==> src/rtl/sampler_pkg.sv <==
// Shared types and constants for the constraint sample scheduler.
// The optional SAMPLER_DEDUP_EN feature is implemented in the top module.
package sampler_pkg;

   localparam int CHUNK_W = 64;
   localparam logic [63:0] XS_ZERO_SEED = 64'h9E3779B97F4A7C15;

   typedef enum logic [2:0] {
      S_IDLE,
      S_FILL,
      S_EVAL,
      S_HOLD,
      S_FIN
   } smp_state_e;

   function automatic int nchunk(input int w);
      return (w + CHUNK_W - 1) / CHUNK_W;
   endfunction

endpackage

==> src/rtl/sampler_xorshift64.sv <==
// xorshift64 generator; word is the value the state takes on the next step.
module sampler_xorshift64
   import sampler_pkg::*;
(
   input  logic               clk,
   input  logic               rst,
   input  logic               load,
   input  logic [CHUNK_W-1:0] seed,
   input  logic               step,
   output logic [CHUNK_W-1:0] word
);

   logic [CHUNK_W-1:0] state;
   logic [CHUNK_W-1:0] s1;
   logic [CHUNK_W-1:0] s2;

   always_comb begin
      s1   = state ^ (state << 13);
      s2   = s1 ^ (s1 >> 7);
      word = s2 ^ (s2 << 17);
   end

   always_ff @(posedge clk) begin
      if (rst) begin
         state <= '0;
      end else if (load) begin
         state <= seed;
      end else if (step) begin
         state <= word;
      end
   end

endmodule

==> src/rtl/constraint_sample_scheduler.sv <==
// Drives a combinational constraint checker with xorshift64 candidates.
// Define SAMPLER_DEDUP_EN to drop repeats of the last emitted sample.
module constraint_sample_scheduler
   import sampler_pkg::*;
#(
   parameter int VEC_W = 506
) (
   input  logic             clk,
   input  logic             rst,
   input  logic             start,
   input  logic [63:0]      seed,
   input  logic [15:0]      num_samples,
   input  logic [31:0]      max_attempts,
   output logic [VEC_W-1:0] cand,
   input  logic             sat,
   output logic [VEC_W-1:0] smp_data,
   output logic             smp_valid,
   input  logic             smp_ready,
   output logic             busy,
   output logic             done,
   output logic             timeout,
   output logic [31:0]      attempts,
   output logic [15:0]      accepted
);

   localparam int NCHUNK = nchunk(VEC_W);
   localparam int KW = (NCHUNK > 1) ? $clog2(NCHUNK) : 1;
   localparam logic [KW-1:0] K_LAST = KW'(NCHUNK - 1);

   smp_state_e state;
   smp_state_e state_n;

   logic [KW-1:0]      k;
   logic [CHUNK_W-1:0] word;
   logic [CHUNK_W-1:0] seed_eff;
   logic load;
   logic step;
   logic clr;
   logic capture;
   logic inc_att;
   logic inc_acc;
   logic set_to;
   logic dup;
   logic last_att;
   logic budget_out;

   assign seed_eff = (seed == '0) ? XS_ZERO_SEED : seed;

   sampler_xorshift64 u_rng (
      .clk  (clk),
      .rst  (rst),
      .load (load),
      .seed (seed_eff),
      .step (step),
      .word (word)
   );

   assign smp_valid = (state == S_HOLD);
   assign done      = (state == S_FIN);
   assign busy      = (state != S_IDLE);

   assign last_att   = (max_attempts != '0) &&
                       (attempts + 32'd1 == max_attempts);
   assign budget_out = (max_attempts != '0) &&
                       (attempts == max_attempts);

`ifdef SAMPLER_DEDUP_EN
   logic [VEC_W-1:0] hist;
   logic             hist_vld;

   assign dup = hist_vld && (cand == hist);

   always_ff @(posedge clk) begin
      if (rst || clr) begin
         hist     <= '0;
         hist_vld <= 1'b0;
      end else if (capture) begin
         hist     <= cand;
         hist_vld <= 1'b1;
      end
   end
`else
   assign dup = 1'b0;
`endif

   always_ff @(posedge clk) begin
      if (rst) begin
         state <= S_IDLE;
      end else begin
         state <= state_n;
      end
   end

   always_comb begin
      state_n = state;
      load    = 1'b0;
      step    = 1'b0;
      clr     = 1'b0;
      capture = 1'b0;
      inc_att = 1'b0;
      inc_acc = 1'b0;
      set_to  = 1'b0;
      unique case (state)
         S_IDLE: begin
            if (start) begin
               load = 1'b1;
               clr  = 1'b1;
               if (num_samples == '0) begin
                  state_n = S_FIN;
               end else begin
                  state_n = S_FILL;
               end
            end
         end
         S_FILL: begin
            step = 1'b1;
            if (k == K_LAST) begin
               state_n = S_EVAL;
            end
         end
         S_EVAL: begin
            inc_att = 1'b1;
            if (sat && !dup) begin
               capture = 1'b1;
               state_n = S_HOLD;
            end else if (last_att) begin
               set_to  = 1'b1;
               state_n = S_FIN;
            end else begin
               state_n = S_FILL;
            end
         end
         S_HOLD: begin
            if (smp_ready) begin
               inc_acc = 1'b1;
               if (accepted + 16'd1 == num_samples) begin
                  state_n = S_FIN;
               end else if (budget_out) begin
                  set_to  = 1'b1;
                  state_n = S_FIN;
               end else begin
                  state_n = S_FILL;
               end
            end
         end
         S_FIN: begin
            state_n = S_IDLE;
         end
         default: begin
            state_n = S_IDLE;
         end
      endcase
   end

   always_ff @(posedge clk) begin
      if (rst) begin
         k        <= '0;
         smp_data <= '0;
         attempts <= '0;
         accepted <= '0;
         timeout  <= 1'b0;
      end else begin
         if (clr) begin
            k        <= '0;
            attempts <= '0;
            accepted <= '0;
            timeout  <= 1'b0;
         end
         if (step) begin
            k <= (k == K_LAST) ? '0 : k + KW'(1);
         end
         if (inc_att) begin
            attempts <= attempts + 32'd1;
         end
         if (inc_acc) begin
            accepted <= accepted + 16'd1;
         end
         if (set_to) begin
            timeout <= 1'b1;
         end
         if (capture) begin
            smp_data <= cand;
         end
      end
   end

   // Last chunk keeps only the bits that fit below VEC_W.
   for (genvar c = 0; c < NCHUNK; c++) begin : g_chunk
      localparam int LO = c * CHUNK_W;
      localparam int HI = (LO + CHUNK_W > VEC_W) ?
                          VEC_W - 1 : LO + CHUNK_W - 1;
      logic [HI-LO:0] q;

      always_ff @(posedge clk) begin
         if (rst) begin
            q <= '0;
         end else if (step && (k == KW'(c))) begin
            q <= word[HI-LO:0];
         end
      end

      assign cand[HI:LO] = q;
   end

endmodule
==> config.mk <==
export PLATFORM = sky130hd
export DESIGN_NAME = constraint_sample_scheduler
export DESIGN_NICKNAME = d
export VERILOG_FILES = /design/src/rtl/sampler_pkg.sv /design/src/rtl/sampler_xorshift64.sv /design/src/rtl/constraint_sample_scheduler.sv
export SDC_FILE = /design/constraint.sdc
export NUM_CORES = 2
export LEC_CHECK = 0
export BUFFER_PORTS_ARGS = -buffer_cell sky130_fd_sc_hd__buf_2
export CORE_AREA = 5 5 453 455
export CTS_BUF_LIST = sky130_fd_sc_hd__clkbuf_8 sky130_fd_sc_hd__clkbuf_16
export DETAILED_ROUTE_END_ITERATION = 12
export DIE_AREA = 0 0 458 460
export GPL_ROUTABILITY_DRIVEN = 0
export PLACE_DENSITY = 0.38
export SYNTH_ARGS = -nofsm -noshare
export SYNTH_HDL_FRONTEND = slang
export SYNTH_HIERARCHICAL = 1
export SYNTH_SLANG_ARGS = --single-unit
==> constraint.sdc <==
create_clock -name clk -period 4.1 [get_ports clk]
set_clock_uncertainty 0.2 [all_clocks]
set_input_delay 0 -clock clk [delete_from_list [all_inputs] [get_ports clk]]
set_output_delay 0 -clock clk [all_outputs]
set_load 0.1 [all_outputs]
Word-level counts from Yosys, hierarchy flattened
Cells that the tools add are included.

Register bits after elaboration: 1131. Latch bits: 0. RAM bits: 0. Bits in read-only memories: 0. Output and inout port bits: 1064. Word-level logic and storage cells: 94. Memories kept: 0.

Add/sub/neg operators: 3. Multiply operators: 0. Div/mod/pow operators: 0. Magnitude comparators: 0. Equal/unequal tests: 17. Shift-type cells: 0. Mux-type cells: 35. Bitwise gates (word level): 3. Reductions and logical operators: 21.

Operator list (number): two-way mux 64 bit (3); XOR 64 bit (2); equality test 32 bit (2); logical NOT 64 bit (1); two-way mux 32 bit (2); XOR 64 x 57 -> 64 bit (1); two-way mux 3 bit (11); adder 32 x 1 -> 32 bit, second input constant (1); two-way mux 16 bit (2); nonzero test 32 bit (1); adder 16 x 1 -> 16 bit, second input constant (1); equality test 16 bit (1); logical NOT 16 bit (1); equality test 3 bit, second input constant (5); two-way mux 1 bit (15); equality test 3 x 2 -> 1 bit, second input constant (4); one-hot mux 3 bit (4 select lines) (1); logical AND 1 bit (10); nonzero test 2 bit (4); equality test 3 x 1 -> 1 bit, second input constant (2); logical NOT 3 bit (2); != test 2 bit, second input constant (2); adder 3 x 1 -> 3 bit, second input constant (1); AND reduction 3 bit (1); other kinds (3) (3).

Depth between registers and ports, before layout
Word-level depth: 7. Depth in mapped cells: 10. Mapped depth without buffers: 9.

Cells and area by module
Netlist, hierarchy kept.

By module, submodules not included: constraint_sample_scheduler (times used 1, cells an instance 5161, area each 39640.5 µm², seq. area each 21360.5 µm²); sampler_xorshift64 (times used 1, cells an instance 494, area each 4433.0 µm², seq. area each 1281.2 µm²).

Worst setup path before layout
OpenSTA, ideal clock, no wires.

Path kind: register to register. Start: reg attempts[0]. End: reg state[0] (netlist name). Arrival time: 3.581 ns. Setup slack: 0.192 ns. Cell stages (with the launch flop): 11. Path buffers: 1. Path through: dfxtp_1 ha_1 nand3_1 or4_1 clkbuf_1 nor3_1 mux2i_1 nand4_1 nor4b_1 a311oi_1 or3_1.

RTL lines: start: declaration (RTL line constraint_sample_scheduler.sv:22) `output logic [31:0] attempts,`; start signal: assignment (RTL line constraint_sample_scheduler.sv:173) `attempts <= attempts + 32'd1;`.

Worst setup path after layout
Start: reg attempts[9]. End: reg timeout.

Cells in the longest elaborated chain, start to end: 7. Elaborated cells on any way between the ends: 13. Those cells by class: add/sub: 1; eq/ne: 2; mux: 7; reduce/logical: 3.

Ends and longest elaborated chain: adder 32 x 1 -> 32 bit or equality test 32 bit (tied branches) (RTL line constraint_sample_scheduler.sv:63, constraint_sample_scheduler.sv:65); equality test 32 bit or logical AND 1 bit (tied branches) (RTL line constraint_sample_scheduler.sv:63, constraint_sample_scheduler.sv:64); logical AND 1 bit or two-way mux 1 bit (tied branches) (RTL line constraint_sample_scheduler.sv:62, constraint_sample_scheduler.sv:138); two-way mux 1 bit, on equally long branches (RTL line constraint_sample_scheduler.sv:126, constraint_sample_scheduler.sv:136); two-way mux 1 bit, on equally long branches (RTL line constraint_sample_scheduler.sv:123, constraint_sample_scheduler.sv:134); one-hot mux 1 bit (2 select lines) (*) (RTL line constraint_sample_scheduler.sv:103) `unique case (state)`; two-way mux 1 bit or nonzero test 2 bit (tied branches); end signal: assignment (RTL line constraint_sample_scheduler.sv:161) `timeout <= 1'b0;`; end signal: assignment (RTL line constraint_sample_scheduler.sv:167) `timeout <= 1'b0;`; end signal: assignment (RTL line constraint_sample_scheduler.sv:179) `timeout <= 1'b1;`; end: declaration (RTL line constraint_sample_scheduler.sv:21) `output logic timeout,`.

Mark *: on every way between the ends. The rest lies on a longest branch, timed or not. A chain may end at the register's enable or synchronous reset.

==> reports/qor.yml <==
path_class: "flip-flop to flip-flop"
cp_num_buf_inv: 2
vdd_ir_drop_max_mv: 0.6032
final.setup.tns_ns: 0
core_area_sq_um: 200900
first_pass_iters: 6
htree_levels: 4
die_h_um: 460
post-route-period-util_pct: 95.93
worst_pin_slew_ns: 1.215
route.vias.total: 44780
synth_area_leaders: "dfxtp_1 (51%), nand2_1 (18%), a21oi_1 (13%), clkbuf_1 (3.4%), xnor2_1 (3.0%)"
antenna_found_initial: 29
yosys_register_bits: 1131
maxClockFrequency_mhz: 254.3
crit_family: "simple AND/OR/NAND/NOR gates"
ys_seq_area_share_pct: 51.37
status: "complete, no violations"
min_path_type: "primary input to flip-flop"
cp_max_fo: 10
netlist_instances: 5655
drc_errors: 0
cts.path.max_buffers: 3
yosysTopAreaCell: "dfxtp_1"
cp.arrival_ns: 4.47
setup_viol: 0
clk_pin_slew_ns: 0.06
cts_buffers: 144
ys_warn_count: 6
ys_types: 67
critPathMostFrequentCell: "nand4_1"
wl_per_cell_um: 27.23
drt_iter0_markers: 3858
portBuffers: 1180
post-route-min-period_ns: 3.933
ios: 1181
rows: 165
synthArstFlopShare_pct: 0
finalMaxSlewViolations: 0
critPathMaxStageDelay_ns: 0.76
wirelength_um: 262000
power_density_nw_per_um2: 604.0
grt_max_degree: 234
drive_gt1_share_pct: 24.28
drtAntennaViolNets: 0
crit_slowest_cell: "or4_1"
clockRootBuffer: "clkbuf_16"
dieArea_sq_um: 210700
via_per_inst: 4.654
required_ns: 4.63
syn_to_final_growth_pct: 36.29
avgSynthCellArea_sq_um: 7.794
cts_sinks: 1131
syn_area_sq_um: 44070
grt_pass1_vias: 42120
synth_top_cell_area_share_pct: 51.37
cts_tree: "built"
crit_path_start_kind: "flip-flop"
max_slew_margin_pct: 18.70
start_util_pct: 21.94
end_kind: "flip-flop"
total_power_mw: 36.28
cap_violations: 0
grt_first_pass_wirelength_um: 355100
place_inst: 9145
fillers: 21790
grt_overflow_total: 0
holdWs_ns: 0.08883
crit_chain: "nand4_1 > or4_1 > nor3_1 > mux2i_1 > nand4_1 > nor4b_4 > buf_4 > nand3_1 > dlygate4sd3_1 > a21oi_1"
synthTopCellsByCount: "nand2_1 (2,106), dfxtp_1 (1,131), a21oi_1 (1,105), clkbuf_1 (405), xnor2_1 (150)"
hold_violations: 0
final_nets: 6945
rsz0062_at_grt: "false"
synth_edf_count: 0
layout.cells.non_filler: 9622
insertion_delay_ns: 0.81
track_usage_pct: 23.59
dp.final_hpwl_um: 189100
chipWidth_um: 458
utilization_pct: 29.90
synth_most_common_cell: "nand2_1"
syn-num-nets: 5780
ys_dominant_reg_cell: "dfxtp_1"
p_leak_nw: 24.26
cell usage in the layout, fill, tap and decap left out, drive strengths merged, types with 7 or more instances in the layout:
cell	netlist	routed
o211ai	11	11
nor2b	7	7
nand4	22	22
nor2	98	98
dlygate4sd3	0	201
or2	44	44
inv	20	62
diode	0	19
buf	81	1307
or3	24	24
nand2	2106	2106
nor4	37	37
a21bo	13	13
xnor2	164	164
clkbuf	408	171
clkinv	0	32
ha	8	8
a21oi	1105	1105
mux2i	9	9
nand3	42	42
a31oi	19	19
xor2	79	79
and2	7	7
nor3	23	23
o21ai	35	35
and3	52	52
o2bb2ai	34	34
dfxtp	1131	1131
a211oi	12	12
metrics by stage:
stage | setup slack, ns | area (sq um)
finish | 0.1669 | 60070
global route | 0.03011 | 60050
CTS | 0.02785 | 59970
detailed placement | 0.4323 | 53180
global placement | 0.3225 | 53180
floorplan | 0.1923 | 44070
cell type report:
type	instances	area, sq um	area share (%)
Sequential cell	1131	22640	37.70
Multi-Input combinational cell	4015	20040	33.35
Timing Repair Buffer	1508	9144	15.22
Clock buffer	171	3986	6.636
Tap cell	2672	3343	5.566
Clock inverter	86	792.0	1.319
Inverter	20	75.07	0.1250
Antenna cell	19	47.55	0.07915
logic make-up after synthesis:
family,synth area share [%]
muxes,0.2640
DFF,51.37
buffers and inverters,4.869
AOI/OAI and AO/OA,15.13
xor gates and xnor gates,5.187
and+or+nand+nor,22.95
adders and majority gates,0.2271
flip-flops by register name (all words and copies together) (netlist names):
name         flops
timeout          1
attempts        32
smp_data       506
state            3
u_rng/state     64
k                3
g_chunk.q      506
accepted        16
routing by layer:
metal | wire length, um | global-route usage, % | part of all wire [%] | vias up
li1 | - | - | - | 20790
met1 | 113000 | 30.53 | 43 | 21980
met2 | 119300 | 37.71 | 46 | 1666
met3 | 18300 | 5.665 | 7.0 | 340
met4 | 11380 | 9.619 | 4.3 | 6
met5 | 37 | 0 | 0.014 | -
path summary, 6_finish.rpt:
check / startpoint / to / slack [ns] / depth (start not counted)
max: attempts[9] / timeout / 0.17 / 10
min reg2reg: g_chunk[4].q[59] / smp_data[315] / 0.25 / 2
max reg2reg: attempts[9] / timeout / 0.17 / 10
min: seed[28] / u_rng/state[28] / 0.09 / 5
worst register-to-register path: stages, from the launching register on:
cell and delay (ns):
dfxtp_1 0.52, nand4_1 0.32, or4_1 0.76, nor3_1 0.29
mux2i_1 0.26, nand4_1 0.19, nor4b_4 0.36, buf_4 0.17
nand3_1 0.09, dlygate4sd3_1 0.59, a21oi_1 0.12
timing repair:
| item | 4_1_cts | 5_1_grt |
|---|---|---|
| hold buffers | 201 | 0 |
| hold endpoints to repair | 742 | 0 |
| buffers inserted | 0 | 0 |
| setup endpoints to repair | 0 | 3 |
| gates resized for setup | 0 | 10 |
power breakdown:
part | internal [mW] | switching [mW] | total [mW]
registers | 11.3 | 0.467 | 11.8
clock network | 7.36 | 5.49 | 12.8
logic | 2.50 | 9.17 | 11.7
total | 21.2 | 15.1 | 36.3
Power figures use the tool's default switching activity.
